[config.mk]
export PLATFORM = sky130hd
export DESIGN_NAME = fft_input_framer_flat
export DESIGN_NICKNAME = d
export VERILOG_FILES = /design/src/rtl/fft_input_framer_if.sv /design/src/rtl/fft_input_framer.sv /design/src/flat_wrapper.sv
export SDC_FILE = /design/constraint.sdc
export NUM_CORES = 1
export LEC_CHECK = 0
export BUFFER_PORTS_ARGS = -buffer_cell sky130_fd_sc_hd__clkbuf_2
export CORE_MARGIN = 3
export CORE_UTILIZATION = 40
export DETAILED_ROUTE_END_ITERATION = 10
export HOLD_SLACK_MARGIN = 0.15
export PLACE_DENSITY_LB_ADDON = 0.08
export SKIP_LAST_GASP = 1
export SYNTH_ARGS = -nofsm -noshare
export SYNTH_HDL_FRONTEND = slang
export SYNTH_SLANG_ARGS = --single-unit
[constraint.sdc]
create_clock -name clk -period 30.3 [get_ports clk]
set_input_delay 9.09 -clock clk [delete_from_list [all_inputs] [get_ports clk]]
set_output_delay 9.09 -clock clk [all_outputs]
set_load 0.05 [all_outputs]
[src/rtl/fft_input_framer_if.sv]
`default_nettype none
// ============================================================================
// fft_input_framer_if : sample-stream and frame handshake bundle for the framer
// Rev 1.0
// ============================================================================
interface fft_input_framer_if #(
   parameter int N = 3,
   parameter int W = 32
);
   logic [W-1:0]          s_data;
   logic                  s_valid;
   logic                  s_last;
   logic                  s_ready;
   logic [W*(2**N)-1:0]   frame_out;
   logic                  frame_valid;
   logic                  frame_ready;
   logic                  align_err;
   logic [1:0]            frames_held;

   modport master (
      output s_data, s_valid, s_last, frame_ready,
      input  s_ready, frame_out, frame_valid, align_err, frames_held
   );

   modport slave (
      input  s_data, s_valid, s_last, frame_ready,
      output s_ready, frame_out, frame_valid, align_err, frames_held
   );
endinterface
`default_nettype wire

[src/rtl/fft_input_framer.sv]
`default_nettype none
// ============================================================================
// fft_input_framer : packs 2**N serial complex samples into ping-pong frame banks
// Rev 1.0
// ============================================================================
module fft_input_framer #(
   parameter int N = 3,
   parameter int W = 32
) (
   input  wire logic        clk,
   input  wire logic        rst,
   fft_input_framer_if.slave bus
);
   localparam int             c_DEPTH    = 2**N;
   localparam logic [N-1:0]   c_LAST_IDX = N'(c_DEPTH - 1);

   logic [1:0][c_DEPTH-1:0][W-1:0] r_bank;
   logic [1:0]                     r_full;
   logic                           r_wr_bank;
   logic                           r_rd_bank;
   logic [N-1:0]                   r_wr_cnt;
   logic                           r_align_err;

   logic                           w_ready;
   logic                           w_accept;
   logic                           w_cnt_last;
   logic                           w_release;
   logic                           w_frame_done;
   logic                           w_misalign;
   logic [1:0]                     w_full_nxt;

   // Ready depends only on state so upstream never sees a valid->ready loop.
   assign w_ready      = ~r_full[r_wr_bank];
   assign w_accept     = bus.s_valid & w_ready;
   assign w_cnt_last   = (r_wr_cnt == c_LAST_IDX);
   assign w_release    = r_full[r_rd_bank] & bus.frame_ready;
   assign w_frame_done = w_accept & w_cnt_last;
   assign w_misalign   = w_accept & (bus.s_last != w_cnt_last);

   // Completion targets an empty bank and release a full one, so they never collide.
   always_comb begin
      w_full_nxt = r_full;
      if (w_release) begin
         w_full_nxt[r_rd_bank] = 1'b0;
      end
      if (w_frame_done) begin
         w_full_nxt[r_wr_bank] = 1'b1;
      end
   end

   always_ff @(posedge clk or posedge rst) begin
      if (rst) begin
         r_bank      <= '0;
         r_full      <= 2'b00;
         r_wr_bank   <= 1'b0;
         r_rd_bank   <= 1'b0;
         r_wr_cnt    <= '0;
         r_align_err <= 1'b0;
      end else begin
         r_full      <= w_full_nxt;
         r_align_err <= w_misalign;

         if (w_accept) begin
            r_bank[r_wr_bank][r_wr_cnt] <= bus.s_data;
         end

         if (w_frame_done) begin
            r_wr_bank <= ~r_wr_bank;
            r_wr_cnt  <= '0;
         end else if (w_accept && bus.s_last) begin
            // Early end-of-frame: drop the partial frame and restart in place.
            r_wr_cnt  <= '0;
         end else if (w_accept) begin
            r_wr_cnt  <= r_wr_cnt + 1'b1;
         end

         if (w_release) begin
            r_rd_bank <= ~r_rd_bank;
         end
      end
   end

   assign bus.s_ready     = w_ready;
   assign bus.frame_valid = r_full[r_rd_bank];
   assign bus.frame_out   = r_bank[r_rd_bank];
   assign bus.align_err   = r_align_err;
   assign bus.frames_held = {1'b0, r_full[0]} + {1'b0, r_full[1]};

endmodule
`default_nettype wire

[src/flat_wrapper.sv]
// flat-port wrapper written by rule: the top's interface ports become plain ports
module fft_input_framer_flat 
#(
   parameter int N = 3,
   parameter int W = 32
)
  (clk, rst, bus_s_data, bus_s_valid, bus_s_last, bus_frame_ready, bus_s_ready, bus_frame_out, bus_frame_valid, bus_align_err, bus_frames_held);
  fft_input_framer_if #(.N(N), .W(W)) bus_i ();
  input  wire logic clk;
  input  wire logic rst;
  input wire logic [$bits(bus_i.s_data)-1:0] bus_s_data;
  input wire logic [$bits(bus_i.s_valid)-1:0] bus_s_valid;
  input wire logic [$bits(bus_i.s_last)-1:0] bus_s_last;
  input wire logic [$bits(bus_i.frame_ready)-1:0] bus_frame_ready;
  output wire logic [$bits(bus_i.s_ready)-1:0] bus_s_ready;
  output wire logic [$bits(bus_i.frame_out)-1:0] bus_frame_out;
  output wire logic [$bits(bus_i.frame_valid)-1:0] bus_frame_valid;
  output wire logic [$bits(bus_i.align_err)-1:0] bus_align_err;
  output wire logic [$bits(bus_i.frames_held)-1:0] bus_frames_held;
  assign bus_i.s_data = bus_s_data;
  assign bus_i.s_valid = bus_s_valid;
  assign bus_i.s_last = bus_s_last;
  assign bus_i.frame_ready = bus_frame_ready;
  assign bus_s_ready = bus_i.s_ready;
  assign bus_frame_out = bus_i.frame_out;
  assign bus_frame_valid = bus_i.frame_valid;
  assign bus_align_err = bus_i.align_err;
  assign bus_frames_held = bus_i.frames_held;
  fft_input_framer #(.N(N), .W(W)) u_core (.clk(clk), .rst(rst), .bus(bus_i));
endmodule
==> results.toml <==
[clock_tree]
cts_resized = 0
cts_max_level = 2
cts_tree = "yes"
cts.clk_slew.worst_paths_ns = 0.06
cts_setup_buffers = 0
cts_hold_repair.buffers = 0
cts.sinks = 520
clk_path_buf_depth = 3
root_buffer = "clkbuf_16"
clk_latency_ns = 0.60
cts_buffers = 57

[timing]
setup_slack_ns = 16.98
post-route-period-util_pct = 44.0
grt_setup_unrepaired = "no"
slew_headroom_pct = 20.6
fin_skew_ns = 0.0174
hold_viol_final = 0
fin_tns_setup_ns = 0
min_period_ns = 13.32
max_freq_ghz = 0.0751
drv_slew = 0
worst-slew-pin-transition_ns = 1.19
setup_viol = 0

[yosys]
synth.area.top_cells = "dfrtp_1 57%, mux2_2 35%, mux2_4 3.9%"
seq_area_frac_synth_pct = 56.8
yosys.area.top_type_share_pct = 56.8
synth_area_sq_um = 22900
synth_most_common_cell = "mux2_2"
synthCells = 1453
yosysUniqueCellTypes = 29
synth_nets = 1493
ys_async_sr_fraction_pct = 100
yosys_warnings = 0
yosys.area.top_type = "dfrtp_1"
synth-seq-cells = 520
avgSynthCellArea_sq_um = 15.8
synth_edf_count = 0
ys_top_cells_by_count = "707 x mux2_2, 520 x dfrtp_1, 60 x mux2_4"
synth_flop_cell = "dfrtp_1"

[power_and_ir_drop]
combPwrFrac_pct = 43.6
p_int_uw = 1770
swShare_pct = 42.5
power_density_nw_per_um2 = 115
p_leak_uw = 0.0133
p_sw_uw = 1310
pwr-share-seq_pct = 33.6
ir_worst_vdd_v = 0.0000784
clockPowerShare_pct = 22.8

[final_layout]
nFillCells = 4973
drive_above_1_share_pct = 68.3
seq_area_sq_um = 13000
final_nets = 1749
multiInputGateArea_sq_um = 9300
area_growth_pct = 17.1
utilization_pct = 47.5

[grt]
gr-total-overflow = 0
grtUsageTotal_pct = 19.8
grt_pass1_vias = 13900
grt_pass1_wl_um = 89900
grt_max_degree = 181
antenna_found_initial = 2

[route]
first_pass_iters = 4
num_vias = 12900
routed_via_density = 5.15
wl_per_cell_um = 23.8
drc = 0
drtAntennaViolNets = 0
wl_um = 59600
drtIter0Drc = 480

[setup_path]
r2r_start = "u_core.r_full[0]"
worstPathArrival_ns = 4.23
crit_type = "reg -> out"
cp_max_fo = 68
start_kind = "flip-flop"
cp-startpoint = "u_core.r_rd_bank"
cp.required_ns = 21.21
end_kind = "primary output"

[die]
num_rows = 87
start_util_pct = 40.5
die_area_sq_um = 60200
core_region_area_sq_um = 56500
io_pins = 298
die_x_um = 245
die_h_um = 245

[placement]
hpwlAfterDp_um = 38200
numPortBuffers = 297
pre_cts_ws_ns = 17.61
gp_congestion = 0.743

[worst_hold_path]
hold_start = "u_core.r_bank[369]"
worstHoldPathType = "reg -> reg"

[status]
status = "completed"

[run]
maxCapViolations = 0
-- kinds of logic (layout without fill, tap and decap cells) --
| family | after synthesis | count (layout) | share of synthesized area (%) |
|---|---|---|---|
| other | 0 | 2 | 0 |
| XOR/XNOR | 1 | 1 | 0.0382 |
| flip-flops | 520 | 520 | 56.8 |
| AO/OA/AOI/OAI | 8 | 8 | 0.213 |
| buffers and inverters | 118 | 417 | 2.87 |
| multiplexers | 773 | 773 | 39.0 |
| adder cells (fa/ha/maj) | 3 | 3 | 0.164 |
| AND/OR/NAND/NOR | 30 | 30 | 0.923 |
-- flip-flops by register name (all words and copies together), names as in the netlist --
name / count
u_core.r_wr_cnt: 3
u_core.r_bank: 512
u_core.bus.align_err: 1
u_core.r_wr_bank: 1
u_core.r_full: 2
u_core.r_rd_bank: 1
-- worst max-delay path, stage by stage, from the launching register on --
cell	delay (ns)
dfrtp_4	1.01
buf_4	0.86
buf_4	0.85
mux2_2	0.46
clkbuf_2	0.25
-- per-stage QoR --
stage,hold slack (ns),cell area (sq um),total power (uW),cells
finish,0.481,26800,3080,2510
global route,0.511,26800,3230,2509
CTS,0.483,26800,3120,2508
floorplan,0.452,22900,2130,1453
detailed placement,0.470,24900,2410,2406
global placement,0.463,24900,2390,2406
-- final timing paths --
check,end,slack [ns],cells past startpoint
min,u_core.r_bank[369],0.48,1
min reg2reg,u_core.r_bank[369],0.48,1
max reg2reg,u_core.r_bank[254],27.72,4
min in group asynchronous,u_core.r_bank[502],8.65,2
max,bus_frame_out[202],16.98,4
max in group asynchronous,u_core.r_bank[110],19.09,4
-- final cells by class --
type                    count  share of cell area (%)
repair buffers            313                    6.04
clock buffers              80                    6.32
well taps                 756                    3.53
inverters                   2                  0.0560
multi-input cells         815                    34.7
diodes                      2                  0.0187
flip-flops and latches    520                    48.5
clock inverters            22                   0.817
-- routing by layer --
metal  part of all wire (%)  track usage [%]  vias to the layer above
li1                       -                -                     5695
met1                     45             26.9                     6899
met2                     48             32.8                      250
met3                    4.1             3.09                       88
met4                    2.2             5.59                        0
met5                      0                0                        -
-- placed cells by master (no fill, tap or decap), types with 2 or more instances in the layout --
cell,Yosys,routed
a31oi_1,3,3
and4bb_2,2,2
buf_4,4,15
bufinv_16,0,4
clkbuf_1,44,7
clkbuf_16,0,59
clkbuf_2,1,297
clkbuf_8,0,14
clkinv_2,0,15
clkinvlp_4,0,2
dfrtp_1,520,519
diode_2,0,2
ha_1,3,3
mux2_1,5,5
mux2_2,707,707
mux2_4,60,60
nand2_1,12,3
nand2_2,0,9
nor2_1,3,2
nor2b_1,4,2
nor2b_4,0,2
nor3b_1,2,2
nor3b_4,0,2
o21ai_0,2,2
o31ai_1,2,2
-- power by group through the flow --
| stage | sequential (uW) | combinational, uW | clock, uW |
|---|---|---|---|
| 2_1_floorplan | 985 | 1140 | 0 |
| 3_3_place_gp | 1050 | 1350 | 0 |
| 3_5_place_dp | 1050 | 1360 | 0 |
| 4_1_cts | 1040 | 1360 | 726 |
| 5_1_grt | 1060 | 1410 | 753 |
| 6_report | 1040 | 1340 | 703 |
No activity file was read; power rests on OpenSTA's default activity.
